[src/rtl/branch_predictor_pkg.sv]
// Shared types, default geometry and helpers for the fetch-side branch predictor.
package branch_predictor_pkg;

  localparam int BHT_INDEX_BITS = 4;
  localparam int BHT_TAG_BITS   = 8;

  typedef enum logic [1:0] {
    CTR_SNT = 2'b00,
    CTR_WNT = 2'b01,
    CTR_WT  = 2'b10,
    CTR_ST  = 2'b11
  } ctr_e;

  function automatic logic [31:0] pc_plus4(input logic [31:0] pc);
    return pc + 32'd4;
  endfunction

endpackage

[src/rtl/sat_counter2.sv]
// 2-bit saturating up/down counter with synchronous reset value and a direct load.
module sat_counter2
  import branch_predictor_pkg::*;
(
  input  logic       clk,
  input  logic       rst,
  input  logic [1:0] rst_value,
  input  logic       en,
  input  logic       up,
  input  logic       load,
  input  logic [1:0] load_value,
  output logic [1:0] ctr
);

  logic [1:0] ctr_reg;

  // Load wins over count so a fresh allocation starts from a known state.
  always_ff @(posedge clk) begin
    if (rst) begin
      ctr_reg <= rst_value;
    end else if (load) begin
      ctr_reg <= load_value;
    end else if (en) begin
      if (up && ctr_reg != CTR_ST) begin
        ctr_reg <= ctr_reg + 2'd1;
      end else if (!up && ctr_reg != CTR_SNT) begin
        ctr_reg <= ctr_reg - 2'd1;
      end
    end
  end

  assign ctr = ctr_reg;

endmodule

[src/rtl/branch_predictor.sv]
// Direct-mapped 2-bit counter predictor with BTB, trained by the EX-stage comparator,
// plus mispredict/redirect generation and resolved/mispredicted branch counters.
module branch_predictor
  import branch_predictor_pkg::*;
#(
  parameter int INDEX_BITS = BHT_INDEX_BITS,
  parameter int TAG_BITS   = BHT_TAG_BITS
) (
  input  logic        clk,
  input  logic        rst,
  input  logic [31:0] if_pc,
  output logic        pred_taken,
  output logic [31:0] pred_target,
  input  logic        ex_valid,
  input  logic [31:0] ex_pc,
  input  logic        ex_taken,
  input  logic [31:0] ex_target,
  input  logic        ex_pred_taken,
  input  logic [31:0] ex_pred_target,
  output logic        mispredict,
  output logic [31:0] redirect_pc,
  output logic [31:0] branch_count,
  output logic [31:0] mispredict_count
);

  localparam int ENTRIES = 1 << INDEX_BITS;

  logic [ENTRIES-1:0]  valid_reg;
  logic [TAG_BITS-1:0] tag_reg    [ENTRIES];
  logic [31:0]         target_reg [ENTRIES];
  logic [1:0]          ctr        [ENTRIES];

  logic [31:0] branch_count_reg;
  logic [31:0] mispredict_count_reg;

  logic [INDEX_BITS-1:0] if_idx;
  logic [INDEX_BITS-1:0] ex_idx;
  logic [TAG_BITS-1:0]   if_tag;
  logic [TAG_BITS-1:0]   ex_tag;
  logic                  if_hit;
  logic                  ex_hit;
  logic                  train;
  logic                  alloc;

  assign if_idx = if_pc[INDEX_BITS+1:2];
  assign ex_idx = ex_pc[INDEX_BITS+1:2];
  assign if_tag = if_pc[INDEX_BITS+TAG_BITS+1:INDEX_BITS+2];
  assign ex_tag = ex_pc[INDEX_BITS+TAG_BITS+1:INDEX_BITS+2];

  assign if_hit = valid_reg[if_idx] && (tag_reg[if_idx] == if_tag);
  assign ex_hit = valid_reg[ex_idx] && (tag_reg[ex_idx] == ex_tag);

  // Reads see pre-edge contents, so a same-index train is only visible next cycle.
  assign pred_taken  = if_hit && ctr[if_idx][1];
  assign pred_target = pred_taken ? target_reg[if_idx] : pc_plus4(if_pc);

  assign mispredict  = ex_valid && ((ex_taken != ex_pred_taken) ||
                                    (ex_taken && (ex_pred_target != ex_target)));
  assign redirect_pc = ex_taken ? ex_target : pc_plus4(ex_pc);

  assign train = ex_valid && !rst;
  assign alloc = train && !ex_hit && ex_taken;

  generate
    for (genvar gi = 0; gi < ENTRIES; gi++) begin : g_ctr
      logic sel;
      assign sel = (ex_idx == INDEX_BITS'(gi));

      sat_counter2 u_ctr (
        .clk        (clk),
        .rst        (rst),
        .rst_value  (CTR_WNT),
        .en         (train && ex_hit && sel),
        .up         (ex_taken),
        .load       (alloc && sel),
        .load_value (CTR_WT),
        .ctr        (ctr[gi])
      );
    end
  endgenerate

  always_ff @(posedge clk) begin
    if (rst) begin
      valid_reg <= '0;
      for (int i = 0; i < ENTRIES; i++) begin
        tag_reg[i]    <= '0;
        target_reg[i] <= '0;
      end
    end else if (ex_valid && ex_taken) begin
      // Taken branches always refresh the target; a miss also claims the entry.
      target_reg[ex_idx] <= ex_target;
      if (!ex_hit) begin
        valid_reg[ex_idx] <= 1'b1;
        tag_reg[ex_idx]   <= ex_tag;
      end
    end
  end

  always_ff @(posedge clk) begin
    if (rst) begin
      branch_count_reg     <= '0;
      mispredict_count_reg <= '0;
    end else begin
      if (ex_valid) branch_count_reg <= branch_count_reg + 32'd1;
      if (mispredict) mispredict_count_reg <= mispredict_count_reg + 32'd1;
    end
  end

  assign branch_count     = branch_count_reg;
  assign mispredict_count = mispredict_count_reg;

endmodule

[config.mk]
export PLATFORM = sky130hd
export DESIGN_NAME = branch_predictor
export DESIGN_NICKNAME = d
export VERILOG_FILES = /design/src/rtl/branch_predictor_pkg.sv /design/src/rtl/sat_counter2.sv /design/src/rtl/branch_predictor.sv
export SDC_FILE = /design/constraint.sdc
export NUM_CORES = 1
export LEC_CHECK = 0
export ABC_AREA = 1
export CAP_MARGIN = 30
export CORE_ASPECT_RATIO = 1.5
export CORE_MARGIN = 4
export CORE_UTILIZATION = 25
export DETAILED_ROUTE_END_ITERATION = 8
export SYNTH_ARGS = -nofsm -noshare
export SYNTH_HDL_FRONTEND = slang
export SYNTH_SLANG_ARGS = --single-unit
[constraint.sdc]
create_clock -name clk -period 3.85 [get_ports clk]
set_input_delay 0.77 -clock clk [delete_from_list [all_inputs] [get_ports clk]]
set_output_delay 0.77 -clock clk [all_outputs]
set_load 0.01 [all_outputs]
## Word level (Yosys, flattened, before mapping)

Memories as Yosys holds them, arrays and structs flattened.
Index checks and enable logic that the tools add are counted.

| word-level totals | value |
|---|---|
| bits in registers | 112 |
| memories kept | 2 |
| logic and storage cells | 336 |
| input port bits | 133 |
| bits in latches | 0 |
| memory bits (read-only) | 0 |
| RAM bits | 640 |

Memories:

| name | depth | bits a word | read ports | clocked after memory_dff | wr ports | line | RTL |
|---|---|---|---|---|---|---|---|
| target_reg | 16 | 32 | 1 | 0 | 16 | branch_predictor.sv:30 | `logic [31:0] target_reg [ENTRIES];` |
| tag_reg | 16 | 8 | 2 | 0 | 16 | branch_predictor.sv:29 | `logic [TAG_BITS-1:0] tag_reg [ENTRIES];` |

| cells by class | value |
|---|---|
| $lt $le $gt $ge | 4 |
| shift operators | 0 |
| muxes and demuxes | 90 |
| $add $sub $neg | 36 |
| bitwise logic cells | 3 |
| equal/unequal tests | 35 |
| reductions and logical operators | 147 |
| multipliers | 0 |
| div/mod/pow operators | 0 |

Operator list:

| cell | number |
|---|---|
| two-way mux 2 bit | 66 |
| two-way mux 32 bit | 3 |
| logical AND 1 bit | 75 |
| adder 32 x 1 -> 32 bit (second input constant) | 2 |
| adder 32 x 3 -> 32 bit (second input constant) | 2 |
| nonzero test 2 bit | 32 |
| nonzero test 3 bit | 16 |
| AND reduction 2 bit | 17 |
| adder 2 x 1 -> 2 bit (second input constant) | 16 |
| == test 4 bit (second input constant) | 8 |
| != test 2 bit (second input constant) | 16 |
| != test 32 bit | 1 |
| OR reduction 32 bit | 1 |
| subtractor 2 x 1 -> 2 bit (second input constant) | 16 |
| == test 4 x 3 -> 1 bit (second input constant) | 4 |
| == test 8 bit | 2 |
| OR 16 bit | 1 |
| two-way mux 1 bit | 14 |
| < comparator 4 x 5 -> 1 bit (second input constant) | 2 |
| binary-select mux 1 bit (select 4 bit) | 2 |
| binary-select mux 2 bit (select 4 bit) | 1 |
| == test 4 x 2 -> 1 bit (second input constant) | 2 |
| two-way mux 4 bit | 2 |
| two-way mux 8 bit | 1 |
| other kinds (11) | 13 |

## Logic depth before layout (Yosys ltp)

| logic depth | value |
|---|---|
| word-level depth | 9 |
| gate-level depth with buffers | 20 |

## Hierarchy

Synthesis repeated with hierarchy kept, for this count alone.

| unflattened totals | value |
|---|---|
| cells, all modules | 4622 |
| area, all modules | 39402.8 um^2 |

By module, submodules not included:

| module | seq. area each (um^2) | instances | area an instance (um^2) | cells each |
|---|---|---|---|---|
| branch_predictor | 20820.0 | 1 | 37100.6 | 4270 |
| sat_counter2 | 60.1 | 16 | 143.9 | 22 |

## Least setup slack after synthesis

Ideal clock, no wire load.

| timing path | value |
|---|---|
| path kind | in2out |
| from | in ex_pc[3] |
| to | out redirect_pc[29] |
| slack | 559 ps |
| stages | 16 |
| arrival | 2521 ps |
| cells stage by stage | buf_2 > inv_2 > buf_2 > nor3_4 > nand2_2 > nor2_2 > nand3_1 > nor2_1 > nand2_1 > nor2_2 > nand3_2 > nor2_2 > nand2_1 > xnor2_1 > nand2_1 > o21ai_1 |

| on the way | value |
|---|---|
| cells in the longest elaborated chain, start to end | 2 |

RTL lines:

| what | line | RTL |
|---|---|---|
| from (decl) | branch_predictor.sv:15 | `input logic [31:0] ex_pc,` |
| adder 32 x 3 -> 32 bit | branch_predictor_pkg.sv:15 | `return pc + 32'd4;` |
| two-way mux 32 bit | branch_predictor.sv:59 | `assign redirect_pc = ex_taken ? ex_target : pc_plus4(ex_pc);` |
| to (decl) | branch_predictor.sv:21 | `output logic [31:0] redirect_pc,` |

Every way passes these cells.

## Worst setup path after layout

| timing path | value |
|---|---|
| from | in if_pc[2] |
| to | out pred_target[28] |

| on the way | value |
|---|---|
| cells in the longest elaborated chain, start to end | 6 |
| elaborated cells between the ends (all ways) | 13 |
| classes of those cells | add/sub (1); eq/ne (1); mux (6); bitwise (1); reduce/logical (2); memory (2) |

RTL lines:

| what | line | RTL |
|---|---|---|
| from (decl) | branch_predictor.sv:11 | `input logic [31:0] if_pc,` |
| branches (longest 5 deep; another with adder 32 x 3 -> 32 bit) | -- |  |
| two-way mux 32 bit * | branch_predictor.sv:55 | `assign pred_target = pred_taken ? target_reg[if_idx] : pc_plus4(if_pc);` |
| to (decl) | branch_predictor.sv:13 | `output logic [31:0] pred_target,` |

Every way passes the cells marked *. The select of a mux whose other input is x is not followed.

==> impl_metrics.ini <==
[floorplan]
die_area_um2 = 159900
io_pins = 263
coreArea_um2 = 152000
start_util_pct = 25.24
die_h_um = 487.7
rows = 175
die_w_um = 327.8

[detailed_routing]
drc = 0
ant_nets = 0
wirelength_mm = 147.6
drt_iter0_markers = 3686
vias_per_cell = 5.014
vias = 35230
detail_route.wl_per_cell_um = 21.00
dr.pass1.iters = 6

[sta]
setup_ws_ns = -0.01426
finClkSkew_ns = 0.01984
relSlewSlack_pct = 45.03
setup_viol = 4
period_needed_ns = 3.864
worst_pin_slew_ns = 0.8246
hold_viol_final = 0
post-route-period-util_pct = 100.4
drv_slew = 0
max_clock_freq_ghz = 0.2588
rsz0062_at_grt = true

[logic_synthesis]
synth_warnings = 0
muxShareOfSynthArea_pct = 0
synthAdderAreaFrac_pct = 0.2284
synth_compound_area_share_pct = 11.16
synthSimpleGateAreaFrac_pct = 24.34
syn_nets = 4629
ys_types = 49
syn_inst = 4489
async_flop_share_pct = 0
synth-edff-count = 640
yosys_register_bits = 752
netlist_area_um2 = 38350
synth_top_family_by_area = simple AND/OR/NAND/NOR gates
synth_xor_area_share_pct = 1.827
ys.flop_type = edfxtp_1
ys_seq_area_share_pct = 55.95
syn_avg_cell_area_um2 = 8.544

[job]
maxCapViolations = 0

[worst_setup_path]
cp.required_ns = 3.08
cp_slowest_stage_delay_ns = 0.23
path_class = in -> out
arrival_ns = 3.09
path_max_fanout = 8
cp-end-kind = primary output
crit_slowest_cell = o211ai_1
cp-start-kind = primary input
cp_cell_sequence = buf_16, buf_12, buf_12, o211ai_1, nand3_2, nand2_2, o211ai_1, xor2_1, nand2_1, nor2_2, buf_6, nand3_4, buf_12, buf_16, nand2_1, nand2_1, buf_2

[clock_network]
cts_root_buf = clkbuf_16
cts.htree.levels = 3
cts_made_buffers = 75
cts_tree = built
clk_latency_ns = 0.66
cts.sinks = 752
clkSlewWorstSetupHoldPaths_ns = 0.06
cts_buffer_depth = 3

[power]
clockPowerShare_pct = 39.2
finalPower_uw = 19540
p_sw_share_pct = 25.59
internal-power_uw = 14540
powerDensity_nw_per_um2 = 395.2
sequentialPowerShare_pct = 47.7
ir_drop_mv = 0.2959
p_leak_uw = 0.01892
combPwrFrac_pct = 13.2
switchingPower_uw = 4999

[status]
status = complete, but fails checks
violations = negative setup slack

[cells_and_area]
final_common_cell = nor2_1
largest_reg_flops = 512
layout_common_cells = 1076 x nor2_1, 652 x nand2_1, 640 x edfxtp_1, 397 x o21ai_0, 323 x buf_4
syn_to_final_growth_pct = 28.90
stdcell_area_um2 = 49440
insertedDiodeCount = 0
drive_gt1_share_pct = 14.80
nets = 5073
finalCoreUtilization_pct = 32.53

[place]
gp_congestion = 0.9444
io_buffers = 262
detailed_place_hpwl_mm = 99.26
dpl_cell_area_um2 = 45950

[global_routing]
grt_first_pass_wirelength_mm = 213.4
grtUsageTotal_pct = 17.66
antenna_found_initial = 4
grt_max_degree = 110
grt_pass1_vias = 33920
grt-ovfl-total = 0

[hold_path]
min_path_type = reg -> reg
## power by group through the flow
stage	sequential [uW]	combinational (uW)	clock (uW)
after floorplan	9460	1140	0
after global placement	9470	2430	0
after detailed placement	9480	2450	0
after CTS	9310	2490	7750
after global routing	9340	2740	8070
final	9310	2570	7650
## layout make-up
| type | count | area, um^2 |
|---|---|---|
| inverter | 315 | 1195 |
| fill | 15750 | 102500 |
| clock buffer | 93 | 1987 |
| clock inverter | 43 | 520.5 |
| sequential | 752 | 21470 |
| multi-input combinational | 3112 | 15010 |
| tap | 2035 | 2546 |
| timing repair buffer | 677 | 6710 |
## cell usage after synthesis (29+ instances only)
| cell | count | share of area (%) |
|---|---|---|
| nor4_1 | 32 | 0.52 |
| clkbuf_1 | 223 | 2.2 |
| nand4_1 | 89 | 1.5 |
| nor2_1 | 1086 | 11 |
| o22ai_1 | 84 | 1.4 |
| o211ai_1 | 29 | 0.57 |
| nand2_1 | 706 | 6.9 |
| o221ai_1 | 51 | 1.2 |
| edfxtp_1 | 640 | 50 |
| dfxtp_1 | 112 | 5.8 |
| nor3_1 | 38 | 0.50 |
| inv_1 | 273 | 2.7 |
| a21oi_1 | 133 | 1.7 |
| o21ai_0 | 423 | 5.5 |
| xor2_1 | 59 | 1.3 |
| clkinv_1 | 34 | 0.33 |
| buf_2 | 44 | 0.57 |
| nand3_1 | 257 | 3.4 |
## stage by stage
stage / TNS (ns) / hold slack, ns / setup slack (ns) / instances
final: -0.03221 / 0.4760 / -0.01426 / 7027
after global routing: -1.302 / 0.4904 / -0.09595 / 7027
after CTS: -0.3048 / 0.4658 / -0.1002 / 7019
after detailed placement: -41.00 / 0.4608 / -0.8673 / 6859
after global placement: -28.29 / 0.4536 / -0.9480 / 6859
after floorplan: 0 / 0.4420 / 0.5586 / 4489
## cell families after synthesis
| kind of cell | Yosys count |
|---|---|
| AOI/OAI and AO/OA | 765 |
| DFF | 752 |
| buffers and inverters | 626 |
| xor gates and xnor gates | 80 |
| adders and majority gates | 7 |
| and+or+nand+nor | 2259 |
## worst paths after layout
kind	from	end	slack (ns)	cells after the start
worst max-delay path	if_pc[2]	pred_target[28]	-0.01	17
worst min-delay path	branch_count[31]	branch_count[31]	0.48	2
worst max register to register	mispredict_count[2]	mispredict_count[29]	1.11	13
worst min register to register	branch_count[31]	branch_count[31]	0.48	2
## per-layer routing
layer / GRT usage [%] / up-vias / share of wire [%]
met5: 0 / - / 0
met4: 7.450 / 0 / 4.5
met3: 3.408 / 348 / 9.5
met2: 29.87 / 1857 / 47
met1: 22.00 / 16910 / 39
li1: - / 16110 / -
## critical path: cells and delay by family
family,cells,cell delay [ns]
simple gates,7,0.75
compound gates,2,0.35
xor+xnor,1,0.14
buf+inv,7,1.05
## timing repair
action / CTS / global route
hold buffers: 0 / 0
gates cloned: 8 / 3
pin swaps: 34 / 32
endpoints found under the setup margin: 53 / 44
buffers inserted: 16 / 9
resized for setup: 258 / 129
No activity file was read; power rests on OpenSTA's default activity.
